`config.mk`:
```
export PLATFORM = sky130hd
export DESIGN_NAME = jt12_eg_phase_flat
export DESIGN_NICKNAME = d
export VERILOG_FILES = /design/src/rtl/jt12_eg_phase_pkg.sv /design/src/rtl/jt12_eg_phase_if.sv /design/src/rtl/jt12_eg_phase_sh.sv /design/src/rtl/jt12_eg_phase.sv /design/src/flat_wrapper.sv
export SDC_FILE = /design/constraint.sdc
export NUM_CORES = 1
export LEC_CHECK = 0
export BUFFER_PORTS_ARGS = -buffer_cell sky130_fd_sc_hd__buf_2
export CELL_PAD_IN_SITES_DETAIL_PLACEMENT = 1
export CELL_PAD_IN_SITES_GLOBAL_PLACEMENT = 2
export CORE_ASPECT_RATIO = 0.6
export CORE_UTILIZATION = 43
export CTS_CLUSTER_SIZE = 16
export DETAILED_ROUTE_END_ITERATION = 8
export GPL_TIMING_DRIVEN = 0
export PLACE_DENSITY_LB_ADDON = 0.08
export SETUP_SLACK_MARGIN = 0.3
export SYNTH_ARGS = -nofsm -noshare
export SYNTH_HDL_FRONTEND = slang
export SYNTH_SLANG_ARGS = --single-unit
```
`constraint.sdc`:
```
create_clock -name clk -period 1.96 [get_ports clk]
set_input_delay 0 -clock clk [delete_from_list [all_inputs] [get_ports clk]]
set_output_delay 0 -clock clk [all_outputs]
set_load 0.01 [all_outputs]
```
`src/rtl/jt12_eg_phase_pkg.sv`:
```
// Shared phase codes, rate/level constants and the per-slot ring record.
// Pure definitions: no latency, no flow control.
package jt12_eg_phase_pkg;

   typedef enum logic [1:0] {
      ST_ATTACK  = 2'd0,
      ST_DECAY   = 2'd1,
      ST_SUSTAIN = 2'd2,
      ST_RELEASE = 2'd3
   } phase_t;

   localparam logic [4:0] AR_INSTANT = 5'd31;
   localparam logic [3:0] SL_MAX     = 4'd15;

   typedef struct packed {
      phase_t phase;
      logic   keyon_prev;
   } slot_t;

   // The top sustain level maps to the 0x3E0 ceiling rather than 0x1E0.
   function automatic logic [9:0] sustain_thr(input logic [3:0] sl);
      return {(sl == SL_MAX) ? 5'h1F : {1'b0, sl}, 5'b0};
   endfunction

endpackage

```
`src/rtl/jt12_eg_phase_if.sv`:
```
// Stage II slot inputs and stage III phase outputs of the EG phase tracker.
// Strobed by clk_en; no backpressure, one slot per strobe.
interface jt12_eg_phase_if;
   logic       clk_en;
   logic       keyon_II;
   logic [9:0] attn_II;
   logic [4:0] ar_II;
   logic [3:0] sl_II;
   logic [1:0] state_III;
   logic       keyon_now_III;
   logic       keyoff_now_III;
   logic       attn_zero_III;
   logic       pg_rst_III;

   modport master (
      output clk_en, keyon_II, attn_II, ar_II, sl_II,
      input  state_III, keyon_now_III, keyoff_now_III, attn_zero_III, pg_rst_III
   );

   modport slave (
      input  clk_en, keyon_II, attn_II, ar_II, sl_II,
      output state_III, keyon_now_III, keyoff_now_III, attn_zero_III, pg_rst_III
   );
endinterface

```
`src/rtl/jt12_eg_phase_sh.sv`:
```
// clk_en-gated shift register for the time-multiplexed slot rings.
// Latency STAGES strobes; holds while clk_en is low.
module jt12_sh #(
   parameter int WIDTH  = 5,
   parameter int STAGES = 24
) (
   input  logic             clk,
   input  logic             clk_en,
   input  logic [WIDTH-1:0] din,
   output logic [WIDTH-1:0] drop
);

   logic [STAGES-1:0][WIDTH-1:0] bits;

   always_ff @(posedge clk) begin
      if (clk_en) bits <= {bits[STAGES-2:0], din};
   end

   assign drop = bits[STAGES-1];

endmodule

```
`src/rtl/jt12_eg_phase.sv`:
```
// Per-slot ATTACK/DECAY/SUSTAIN/RELEASE tracker over a SLOTS-deep state ring.
// Stage II inputs appear registered at stage III on the next clk_en; holds while clk_en is low.
module jt12_eg_phase
   import jt12_eg_phase_pkg::*;
#(
   parameter int SLOTS = 24
) (
   input logic            clk,
   input logic            rst,
   jt12_eg_phase_if.slave bus
);

   slot_t      slot_q, slot_next, ring_out;
   logic [2:0] ring_bits;
   logic       rise, fall, zero_next;
   logic       keyon_now_q, keyoff_now_q, attn_zero_q;

   // slot_q is both the stage III output and the last ring stage.
   jt12_sh #(.WIDTH(3), .STAGES(SLOTS-1)) u_sh (
      .clk    (clk),
      .clk_en (bus.clk_en),
      .din    (slot_q),
      .drop   (ring_bits)
   );

   assign ring_out = slot_t'(ring_bits);

   always_comb begin
      rise                 = bus.keyon_II & ~ring_out.keyon_prev;
      fall                 = ~bus.keyon_II & ring_out.keyon_prev;
      zero_next            = 1'b0;
      slot_next.keyon_prev = bus.keyon_II;
      slot_next.phase      = ring_out.phase;
      if (rise) begin
         if (bus.ar_II == AR_INSTANT) begin
            slot_next.phase = ST_DECAY;
            zero_next       = 1'b1;
         end else begin
            slot_next.phase = ST_ATTACK;
         end
      end else if (fall) begin
         slot_next.phase = ST_RELEASE;
      end else if (ring_out.phase == ST_ATTACK && bus.attn_II == 10'd0) begin
         slot_next.phase = ST_DECAY;
      end else if (ring_out.phase == ST_DECAY && bus.attn_II >= sustain_thr(bus.sl_II)) begin
         slot_next.phase = ST_SUSTAIN;
      end
   end

   always_ff @(posedge clk) begin
      if (rst) begin
         slot_q       <= '{phase: ST_RELEASE, keyon_prev: 1'b0};
         keyon_now_q  <= 1'b0;
         keyoff_now_q <= 1'b0;
         attn_zero_q  <= 1'b0;
      end else if (bus.clk_en) begin
         slot_q       <= slot_next;
         keyon_now_q  <= rise;
         keyoff_now_q <= fall;
         attn_zero_q  <= zero_next;
      end
   end

   assign bus.state_III      = slot_q.phase;
   assign bus.keyon_now_III  = keyon_now_q;
   assign bus.keyoff_now_III = keyoff_now_q;
   assign bus.attn_zero_III  = attn_zero_q;
   assign bus.pg_rst_III     = keyon_now_q;

endmodule

```
`src/flat_wrapper.sv`:
```
// flat-port wrapper written by rule: the top's interface ports become plain ports
module jt12_eg_phase_flat import jt12_eg_phase_pkg::*;
#(
   parameter int SLOTS = 24
)
  (clk, rst, bus_clk_en, bus_keyon_II, bus_attn_II, bus_ar_II, bus_sl_II, bus_state_III, bus_keyon_now_III, bus_keyoff_now_III, bus_attn_zero_III, bus_pg_rst_III);
  jt12_eg_phase_if bus_i ();
  input logic clk;
  input logic rst;
  input wire logic [$bits(bus_i.clk_en)-1:0] bus_clk_en;
  input wire logic [$bits(bus_i.keyon_II)-1:0] bus_keyon_II;
  input wire logic [$bits(bus_i.attn_II)-1:0] bus_attn_II;
  input wire logic [$bits(bus_i.ar_II)-1:0] bus_ar_II;
  input wire logic [$bits(bus_i.sl_II)-1:0] bus_sl_II;
  output wire logic [$bits(bus_i.state_III)-1:0] bus_state_III;
  output wire logic [$bits(bus_i.keyon_now_III)-1:0] bus_keyon_now_III;
  output wire logic [$bits(bus_i.keyoff_now_III)-1:0] bus_keyoff_now_III;
  output wire logic [$bits(bus_i.attn_zero_III)-1:0] bus_attn_zero_III;
  output wire logic [$bits(bus_i.pg_rst_III)-1:0] bus_pg_rst_III;
  assign bus_i.clk_en = bus_clk_en;
  assign bus_i.keyon_II = bus_keyon_II;
  assign bus_i.attn_II = bus_attn_II;
  assign bus_i.ar_II = bus_ar_II;
  assign bus_i.sl_II = bus_sl_II;
  assign bus_state_III = bus_i.state_III;
  assign bus_keyon_now_III = bus_i.keyon_now_III;
  assign bus_keyoff_now_III = bus_i.keyoff_now_III;
  assign bus_attn_zero_III = bus_i.attn_zero_III;
  assign bus_pg_rst_III = bus_i.pg_rst_III;
  jt12_eg_phase #(.SLOTS(SLOTS)) u_core (.clk(clk), .rst(rst), .bus(bus_i));
endmodule
```
==> PnR_summary.wiki, run 1 <==
{| class="wikitable"
! Metric !! Value
|-
| Status || finished, final reports clean
|-
| Post-route cell area || 3045 µm²
|-
| Total die area || 6261 µm²
|-
| Number of vias after detailed routing || 1189
|-
| Placement row count || 21
|-
| Delay of the slowest critical-path stage || 420 ps
|-
| Count of cell types in the netlist || 28
|-
| Most used DFF post-synth || sky130_fd_sc_hd__edfxtp_1
|-
| Final layout net count || 196
|-
| Wire length of the first global-routing pass || 5.706 mm
|-
| Initial antenna violation count || 0
|-
| Growth of design area from synthesis to finish || 19.26%
|-
| Final core area utilization || 0.5391
|-
| Mapped Nets || 155
|-
| Routed vias/inst || 4.700
|-
| Most area-hungry cell type in the Yosys netlist || sky130_fd_sc_hd__edfxtp_1
|-
| Share of post-route cells with drive strength above 1 || 0.3006
|-
| Peak VDD IR || 0.0005138 V
|-
| Die outline height || 61.70 µm
|-
| Cell area after technology mapping || 2554 µm²
|-
| Syn_area_per_cell || 20.11 µm²
|-
| Placed wire-length estimate after detailed placement || 2.303 mm
|-
| Cell family with most CP delay || simple AND/OR/NAND/NOR gates
|-
| Crit-path slowest cell || sky130_fd_sc_hd__edfxtp_1
|-
| Share of synthesized area occupied by flip-flops and latches || 0.8584
|-
| Fin. Hold Viols || 0
|-
| Total track usage || 0.1319
|-
| Gate count after technology mapping || 127
|-
| Final Cycle Share || 0.8020
|-
| Crit path buffers/inverters || 0
|-
| First-pass iteration count of the detailed router || 6
|-
| Crit path max fanout || 3
|-
| Maximum clock frequency || 636.2 MHz
|-
| First-iteration detailed-routing DRC count || 63
|-
| Die boundary width || 101.5 µm
|-
| Share of flip-flops with an asynchronous set or reset after synthesis || 0
|-
| Routability cong. || 0.7463
|-
| Tot Pwr || 3.271 mW
|-
| Antenna-violating nets left || 0
|-
| Critical-path cell list || and2b_4, a211o_1, or3b_1, o21a_1
|-
| Minimum hold slack || 74.33 ps
|-
| Final critical path time including I/O delays and setup || 1572 ps
|-
| Non-filler instance count after layout || 253
|-
| Fraction of post-synthesis cell area in the top cell type by area || 0.8114
|-
| Count of input and output buffers || 28
|-
| Power Density || 1074 nW/µm²
|-
| Clk_skew || 7.321 ps
|-
| Most instantiated library cell after synthesis || sky130_fd_sc_hd__edfxtp_1
|-
| Initial cell density of the core || 0.4520
|-
| Slew @ Worst Pin || 588.3 ps
|-
| Warning count from the yosys run || 0
|-
| Total cell area at the placement stage || 2794 µm²
|-
| Clock tree from TritonCTS || yes
|-
| Setup repair after global routing missed its margin || false
|-
| Library cell used as clock root buffer || sky130_fd_sc_hd__clkbuf_8
|-
| Clk_lat worst skew || 320 ps
|-
| Number of clock sinks || 75
|-
| Count of inserted antenna diode cells || 0
|-
| Number of buffers created by CTS || 9
|-
| Final slew viol count || 0
|-
| Buffers inserted during post-CTS setup optimization || 0
|-
| CP startpoint kind || flip-flop
|-
| Number of flops mapped to enable cells by yosys || 69
|-
| Pin count of the biggest net entering global routing || 71
|-
| Sum of overflow across all layers after global routing || 0
|-
| Cell Count Post-Placement || 235
|-
| Post-detailed-route DRC marker count || 0
|-
| Area of the core || 5649 µm²
|-
| Commonest cells post-synth || 69 x sky130_fd_sc_hd__edfxtp_1, 6 x sky130_fd_sc_hd__dfxtp_1, 5 x sky130_fd_sc_hd__ha_1, 5 x sky130_fd_sc_hd__inv_1, 5 x sky130_fd_sc_hd__nor2_1
|-
| Max-cap violations || 0
|-
| Signal arrival time at the worst endpoint || 1790 ps
|-
| Required time of the critical path || 2180 ps
|-
| Largest cells by area after synthesis || sky130_fd_sc_hd__edfxtp_1 81%, sky130_fd_sc_hd__dfxtp_1 4.7%, sky130_fd_sc_hd__ha_1 2.4%, sky130_fd_sc_hd__buf_4 0.88%, sky130_fd_sc_hd__a21oi_1 0.78%
|-
| Average wire length per cell after detail routing || 14.70 µm
|-
| Worst slew slack as a fraction of its limit || 0.6078
|-
| Number of primary I/O pins || 29
|-
| Maximum level of the CTS H-tree || 3
|-
| Clock-pin slew on the worst setup and hold paths || 80 ps
|-
| Via count of the first global-routing pass || 1079
|-
| Capturing element type of the critical path || flip-flop
|-
| Aggregate routed wire length || 3.719 mm
|-
| Class of the tightest hold or removal check || in -> reg
|-
| Number of setup violations in the final report || 0
|-
| Clock buffer depth || 2
|-
| Leakage || 1.116 nW
|-
| Register bit count reported by yosys || 75
|-
| Worst setup path category || reg -> reg
|}
## layout make-up
class / count / area, µm²
fill: 534 / 2604
sequential: 75 / 2192
multi-input combinational: 41 / 299.0
timing repair buffer: 30 / 166.4
clock buffer: 9 / 123.9
clock inverter: 7 / 101.3
tap: 80 / 100.1
buffer: 5 / 37.54
inverter: 6 / 25.02
## where the power goes
part	leakage (nW)	switching, mW	internal (mW)
Sequential	0.721	0.0314	1.85
Combinational	0.289	0.0700	0.0538
Clock	0.106	0.546	0.725
Total	1.12	0.647	2.62
## stage by stage
step	TNS, ps	setup slack, ps
3_5_place_dp	-527.3	-465.4
5_1_grt	0	335.6
4_1_cts	0	345.0
6_report	0	388.2
3_3_place_gp	-349.9	-349.9
2_1_floorplan	0	577.6
## cells by family (layout without fill, tap and decap cells)
logic type               after synthesis  after routing  share of synthesized area
buffers and inverters                 11             57                    0.02450
multiplexers                           2              2                   0.007840
AO/OA/AOI/OAI                         12             12                    0.03528
adder cells (fa/ha/maj)                5              5                    0.02450
flip-flops                            75             75                     0.8584
AND/OR/NAND/NOR                       22             22                    0.04949
## timing repair
item | 4_1_cts | 5_1_grt
hold buffers | 2 | 0
gates resized for setup | 1 | 1
endpoints found under the setup margin | 1 | 1
endpoints found under the hold margin | 4 | 0
## cells in the final DEF, fill, tap and decap left out, drive strengths merged
| master | count |
|---|---|
| buf | 32 |
| a21oi | 4 |
| dlygate4sd3 | 2 |
| clkinvlp | 2 |
| dfxtp | 6 |
| and2b | 1 |
| clkinv | 2 |
| o32a | 2 |
| or3b | 1 |
| mux2i | 2 |
| a41o | 1 |
| ha | 5 |
| inv | 7 |
| nand4b | 1 |
| nor4 | 2 |
| nor2 | 5 |
| nand4 | 3 |
| bufinv | 2 |
| edfxtp | 69 |
| clkbuf | 10 |
| a211o | 1 |
| o211ai | 2 |
| a211oi | 1 |
| nand2 | 3 |
| and4 | 1 |
| nand2b | 2 |
| nor3 | 2 |
| o21a | 1 |
| or2 | 1 |
## state kept, by name (all words and copies together), names as in the netlist
register	count
u_core.bus.keyon_now_III	1
u_core.slot_q	1
u_core.bus.state_III	2
u_core.u_sh.drop	3
u_core.bus.keyoff_now_III	1
u_core.u_sh.bits	66
u_core.bus.attn_zero_III	1
## worst paths after layout
check	startpoint	to	slack, ps	depth (start not counted)
worst max-delay path	u_core.u_sh.drop[0]$_DFFE_PP_	u_core.bus.state_III[1]$_SDFFE_PP1P_	390	4
worst min-delay path	bus_ar_II[4]	u_core.bus.attn_zero_III$_SDFFE_PP0P_	70	5
worst max register to register	u_core.u_sh.drop[0]$_DFFE_PP_	u_core.bus.state_III[1]$_SDFFE_PP1P_	390	4
worst min register to register	u_core.u_sh.bits[58]$_DFFE_PP_	u_core.u_sh.bits[61]$_DFFE_PP_	420	0
## metal layers
metal | vias to the layer above | global-route usage | share of wire
li1 | 578 | - | -
met1 | 592 | 0.1989 | 0.52
met2 | 15 | 0.1662 | 0.43
met3 | 4 | 0.05034 | 0.038
met4 | 0 | 0.06211 | 0.0081
met5 | - | 0 | 0
## worst register-to-register path, delay by kind of cell (launching register included)
kind	cells	cell delay (ps)
simple gates	2	610
compound gates	2	440
flops	1	420
(Power assumes the default switching activity.)
==> run 2, diff against run 1 <==
==> constraint.sdc (replaced) <==
create_clock -name clk -period 1.55 [get_ports clk]
set_input_delay 0 -clock clk [delete_from_list [all_inputs] [get_ports clk]]
set_output_delay 0 -clock clk [all_outputs]
set_load 0.01 [all_outputs]
==> PnR_summary.wiki, run 2 (synthesis results as in run 1) <==
{| class="wikitable"
! Metric !! Value
|-
| Post-detailed-route DRC marker count || 0
|-
| Capturing element type of the critical path || flip-flop
|-
| Worst slew slack as a fraction of its limit || 0.7656
|-
| Worst setup slack for register-to-register paths || 20 ps
|-
| Wire length on met1 || 1.971 mm
|-
| Routability cong. || 0.7463
|-
| Crit-path slowest cell || sky130_fd_sc_hd__edfxtp_1
|-
| Count of inserted antenna diode cells || 0
|-
| Initial cell density of the core || 0.4520
|-
| First-iteration detailed-routing DRC count || 65
|-
| Final layout net count || 201
|-
| Routed vias/inst || 4.702
|-
| Reg2Reg Capture Point || u_core.bus.state_III[1]$_SDFFE_PP1P_
|-
| Top library cells by usage in the layout, fill and taps aside || 69 x sky130_fd_sc_hd__edfxtp_1, 27 x sky130_fd_sc_hd__buf_2, 9 x sky130_fd_sc_hd__buf_4, 9 x sky130_fd_sc_hd__clkbuf_8, 6 x sky130_fd_sc_hd__dfxtp_1
|-
| Amount of wire on met3 after detailed routing || 145 µm
|-
| Number of setup violations in the final report || 0
|-
| Fin. Hold Viols || 3
|-
| Most frequent standard cell in the layout excluding fill and tap cells || sky130_fd_sc_hd__edfxtp_1
|-
| Power Density || 1341 nW/µm²
|-
| Final Cycle Share || 0.9843
|-
| Max-cap violations || 0
|-
| Number of flip-flops in the largest register || 66
|-
| Beginning of the critical path || u_core.u_sh.drop[0]$_DFFE_PP_
|-
| Final critical path time including I/O delays and setup || 1526 ps
|-
| Top layer used by detailed routing || met4
|-
| Number of clock sinks || 75
|-
| Total track usage || 0.1348
|-
| Average wire length per cell after detail routing || 14.97 µm
|-
| Clk_lat worst skew || 320 ps
|-
| Antenna-violating nets left || 0
|-
| Final slew viol count || 0
|-
| Sum of overflow across all layers after global routing || 0
|-
| Routed length on met2 || 1.714 mm
|-
| Required time of the critical path || 1770 ps
|-
| Signal arrival time at the worst endpoint || 1740 ps
|-
| Setup repair after global routing missed its margin || true
|-
| Non-filler instance count after layout || 258
|-
| Most flop-heavy register || u_core.u_sh.bits
|-
| First-pass iteration count of the detailed router || 4
|-
| CP startpoint kind || flip-flop
|-
| Slew @ Worst Pin || 351.7 ps
|-
| Instance count on the critical path || 4
|-
| Number of vias after detailed routing || 1213
|-
| Worst setup path category || reg -> reg
|-
| Maximum level of the CTS H-tree || 3
|-
| Crit path buffers/inverters || 0
|-
| Maximum clock frequency || 655.4 MHz
|-
| Share of post-route cells with drive strength above 1 || 0.3315
|-
| Aggregate routed wire length || 3.861 mm
|-
| Clock tree from TritonCTS || yes
|-
| Count of hold buffers inserted by post-cts repair || 1
|-
| Peak VDD IR || 0.0006499 V
|-
| Failing checks || negative hold slack
|-
| Number of primary I/O pins || 29
|-
| Placed wire-length estimate after detailed placement || 2.303 mm
|-
| Die outline height || 61.70 µm
|-
| Via count of the first global-routing pass || 1095
|-
| Total die area || 6261 µm²
|-
| Clk_skew || 6.273 ps
|-
| Critical-path cell list || and2b_4, a211o_1, or3b_1, o21a_1
|-
| Class of the tightest hold or removal check || in -> reg
|-
| Clock-pin slew on the worst setup and hold paths || 80 ps
|-
| Status || complete, but fails checks
|-
| Cell family with most CP delay || simple AND/OR/NAND/NOR gates
|-
| Delay of the slowest critical-path stage || 420 ps
|-
| Initial antenna violation count || 0
|-
| Leakage || 1.145 nW
|-
| Tot Pwr || 4.148 mW
|-
| Hold Startpoint || rst
|-
| Crit path max fanout || 2
|-
| Wire length of the first global-routing pass || 5.796 mm
|-
| Pin count of the biggest net entering global routing || 71
|-
| Number of buffers created by CTS || 9
|-
| Count of input and output buffers || 28
|-
| Library cell used as clock root buffer || sky130_fd_sc_hd__clkbuf_8
|-
| Cell Count Post-Placement || 235
|-
| Startpoint of the most critical register-to-register path || u_core.u_sh.drop[0]$_DFFE_PP_
|-
| Clock buffer depth || 2
|-
| Growth of design area from synthesis to finish || 21.17%
|-
| Placement row count || 21
|-
| CP endpoint || u_core.bus.state_III[1]$_SDFFE_PP1P_
|-
| Minimum hold slack || -53.23 ps
|-
| Die boundary width || 101.5 µm
|-
| Reg2Reg Depth || 4
|-
| Area of the core || 5649 µm²
|}
==> run 2: cell count changes in the layout (fill, tap and decap cells not counted) <==
| cell | delta |
|---|---|
| sky130_fd_sc_hd__buf_4 | +6 |
| sky130_fd_sc_hd__buf_12 | +1 |
| sky130_fd_sc_hd__buf_6 | -1 |
| sky130_fd_sc_hd__dlygate4sd3_1 | -1 |
| sky130_fd_sc_hd__nor3_1 | -1 |
| sky130_fd_sc_hd__nor3_2 | +1 |
==> run 2: layer usage <==
metal / up-vias / track usage
met3: 4 / 0.05034
met5: - / 0
met1: 603 / 0.1982
met2: 19 / 0.1778
li1: 587 / -
met4: 0 / 0.06211
==> run 2: layout make-up <==
type | count | area [µm²]
Buffer | 5 | 37.54
Sequential cell | 75 | 2192
Fill cell | 537 | 2555
Clock inverter | 7 | 101.3
Timing Repair Buffer | 35 | 210.2
Multi-Input combinational cell | 41 | 304.0
Clock buffer | 9 | 123.9
Inverter | 6 | 25.02
Tap cell | 80 | 100.1
==> run 2: worst min path at each step <==
stage                                                        end  cells past startpoint  slack [ps]
after global placement     u_core.bus.keyon_now_III$_SDFFE_PP0P_                      2         270
after global routing      u_core.bus.keyoff_now_III$_SDFFE_PP0P_                      2         -60
after floorplan            u_core.bus.keyon_now_III$_SDFFE_PP0P_                      1          70
after CTS                 u_core.bus.keyoff_now_III$_SDFFE_PP0P_                      2         -80
final                      u_core.bus.attn_zero_III$_SDFFE_PP0P_                      2         -50
after detailed placement           u_core.slot_q[0]$_SDFFE_PP0P_                      2         280
==> run 2: through the flow <==
stage	util	area [µm²]	TNS [ps]	setup WS, ps
2_1_floorplan	-	2554	0	167.6
3_3_place_gp	0.4946	2794	-1914	-759.9
3_5_place_dp	0.4946	2794	-2477	-875.4
4_1_cts	0.5400	3050	0	6.205
5_1_grt	0.5477	3094	-21.19	-17.83
6_report	0.5477	3094	0	24.27
==> run 2: power by group <==
group	internal [mW]	switching [mW]	total, mW
sequential	2.33	0.0386	2.37
combinational	0.0794	0.0943	0.174
clock	0.916	0.687	1.60
total	3.33	0.820	4.15
==> run 2: what timing repair did <==
item                       in CTS  in global routing
buffers inserted                2                  4
gates resized for setup         2                  4
hold endpoints to repair        4                  3
setup endpoints to repair       6                  5
pin swaps                       2                  0
==> run 3, diff against run 2 <==
--- a/config.mk
+++ b/config.mk
@@ -9,7 +9,7 @@
 export CELL_PAD_IN_SITES_DETAIL_PLACEMENT = 1
 export CELL_PAD_IN_SITES_GLOBAL_PLACEMENT = 2
 export CORE_ASPECT_RATIO = 0.6
-export CORE_UTILIZATION = 43
+export CORE_UTILIZATION = 39
 export CTS_CLUSTER_SIZE = 16
 export DETAILED_ROUTE_END_ITERATION = 8
 export GPL_TIMING_DRIVEN = 0
==> constraint.sdc (replaced) <==
create_clock -name clk -period 1.3 [get_ports clk]
set_input_delay 0 -clock clk [delete_from_list [all_inputs] [get_ports clk]]
set_output_delay 0 -clock clk [all_outputs]
set_load 0.01 [all_outputs]
==> PnR_summary.wiki, run 3 (synthesis results as in run 1) <==
{| class="wikitable"
! Metric !! Value
|-
| First-pass iteration count of the detailed router || 4
|-
| Antenna-violating nets left || 0
|-
| Power Density || 1573 nW/µm²
|-
| Leakage || 1.134 nW
|-
| Share of post-route cells with drive strength above 1 || 0.3164
|-
| Slew @ Worst Pin || 602.1 ps
|-
| Crit-path slowest cell || sky130_fd_sc_hd__edfxtp_1
|-
| Total track usage || 0.1327
|-
| Die outline height || 64.68 µm
|-
| Maximum level of the CTS H-tree || 3
|-
| Most frequent standard cell in the layout excluding fill and tap cells || sky130_fd_sc_hd__edfxtp_1
|-
| Final layout net count || 200
|-
| Status || complete, but fails checks
|-
| Critical-path cell list || and2b_4, a211o_1, or3b_1, o21a_1
|-
| Library cell used as clock root buffer || sky130_fd_sc_hd__clkbuf_8
|-
| Number of setup violations in the final report || 2
|-
| Pin count of the biggest net entering global routing || 71
|-
| Signal arrival time at the worst endpoint || 1720 ps
|-
| Total die area || 6886 µm²
|-
| Max-cap violations || 0
|-
| Routability cong. || 0.7572
|-
| Number of clock sinks || 75
|-
| Worst slew slack as a fraction of its limit || 0.5986
|-
| Routed vias/inst || 4.709
|-
| Top layer used by detailed routing || met4
|-
| CP startpoint kind || flip-flop
|-
| Setup slack at placement || -1121 ps
|-
| Area of the core || 6221 µm²
|-
| Class of the tightest hold or removal check || in -> reg
|-
| Maximum clock frequency || 672.7 MHz
|-
| Delay of the slowest critical-path stage || 390 ps
|-
| Placed wire-length estimate after detailed placement || 2.255 mm
|-
| Initial cell density of the core || 0.4105
|-
| Average wire length per cell after detail routing || 14.98 µm
|-
| Fin. Hold Viols || 0
|-
| Number of flip-flops in the largest register || 66
|-
| Post-detailed-route DRC marker count || 0
|-
| Worst setup slack for register-to-register paths || -190 ps
|-
| Count of inserted antenna diode cells || 0
|-
| Aggregate routed wire length || 3.909 mm
|-
| Final Cycle Share || 1.144
|-
| Capturing element type of the critical path || flip-flop
|-
| Crit path max fanout || 2
|-
| Top library cells by usage in the layout, fill and taps aside || 69 x sky130_fd_sc_hd__edfxtp_1, 27 x sky130_fd_sc_hd__buf_2, 12 x sky130_fd_sc_hd__clkbuf_8
|-
| Crit path buffers/inverters || 0
|-
| Final slew viol count || 0
|-
| Count of input and output buffers || 28
|-
| Most flop-heavy register || u_core.u_sh.bits
|-
| Worst setup path category || reg -> reg
|-
| Amount of wire on met3 after detailed routing || 167 µm
|-
| Placement row count || 22
|-
| Die boundary width || 106.5 µm
|-
| Clk_lat worst skew || 330 ps
|-
| Clock buffer depth || 2
|-
| Clk_skew || 5.618 ps
|-
| Number of buffers created by CTS || 9
|-
| Cell Count Post-Placement || 239
|-
| Required time of the critical path || 1530 ps
|-
| Sum of overflow across all layers after global routing || 0
|-
| Routed length on met2 || 1.646 mm
|-
| Initial antenna violation count || 0
|-
| Cell family with most CP delay || simple AND/OR/NAND/NOR gates
|-
| Setup repair after global routing missed its margin || true
|-
| Via count of the first global-routing pass || 1162
|-
| Clock-pin slew on the worst setup and hold paths || 70 ps
|-
| Clock tree from TritonCTS || yes
|-
| Peak VDD IR || 0.0007756 V
|-
| Setup WS post-layout || -186.6 ps
|-
| Number of vias after detailed routing || 1229
|-
| Growth of design area from synthesis to finish || 20.38%
|-
| Wire length of the first global-routing pass || 6.258 mm
|-
| Final critical path time including I/O delays and setup || 1487 ps
|-
| Number of primary I/O pins || 29
|-
| Failing checks || negative setup slack
|-
| Wire length on met1 || 2.031 mm
|-
| Tot Pwr || 4.835 mW
|-
| First-iteration detailed-routing DRC count || 49
|-
| Non-filler instance count after layout || 261
|}
==> run 3: layout make-up <==
cell class                 count  area (µm²)
sequential                    75        2193
multi-input combinational     41       306.5
fill                         611        3147
timing repair buffer          34       200.2
clock inverter                 1       30.03
tap                           84       105.1
inverter                       6       25.02
buffer                         5       37.54
clock buffer                  15       176.4
==> run 3: worst paths after layout <==
| check | endpoint | startpoint | cells past startpoint |
|---|---|---|---|
| max | u_core.bus.state_III[1]$_SDFFE_PP1P_ | u_core.u_sh.drop[0]$_DFFE_PP_ | 4 |
| min | u_core.bus.state_III[1]$_SDFFE_PP1P_ | rst | 3 |
| max reg2reg | u_core.bus.state_III[1]$_SDFFE_PP1P_ | u_core.u_sh.drop[0]$_DFFE_PP_ | 4 |
| min reg2reg | u_core.u_sh.bits[61]$_DFFE_PP_ | u_core.u_sh.bits[58]$_DFFE_PP_ | 0 |
==> run 3: stage by stage <==
step	instance area, µm²	hold WS (ps)	utilization	setup TNS, ps
4_1_cts	3054	25.70	0.4909	-279.9
2_1_floorplan	2554	69.07	-	-82.38
5_1_grt	3074	33.24	0.4942	-462.7
3_3_place_gp	2799	265.7	0.4499	-15560
3_5_place_dp	2799	281.1	0.4499	-20160
6_report	3074	50.01	0.4942	-241.2
==> run 3: worst register-to-register path: stages, from the launching register on <==
cell	delay (ps)
sky130_fd_sc_hd__edfxtp_1	390
sky130_fd_sc_hd__and2b_4	190
sky130_fd_sc_hd__a211o_1	250
sky130_fd_sc_hd__or3b_1	380
sky130_fd_sc_hd__o21a_1	180
==> run 3: what timing repair did <==
action	CTS	global route
gates resized for setup	4	2
hold endpoints to repair	5	0
hold buffers	2	0
pin swaps	1	1
endpoints found under the setup margin	76	7
setup buffers	2	2
==> run 3: power breakdown <==
part / total, mW / internal (mW) / switching [mW] / leakage (nW)
registers: 2.83 / 2.78 / 0.0469 / 0.721
logic: 0.199 / 0.0900 / 0.109 / 0.310
clock network: 1.81 / 1.05 / 0.757 / 0.104
==> run 3: per-layer routing <==
layer  track usage  up-vias
met2        0.1680       16
li1              -      583
met5             0        -
met3       0.07243        7
met1        0.1824      623
met4       0.06164        0
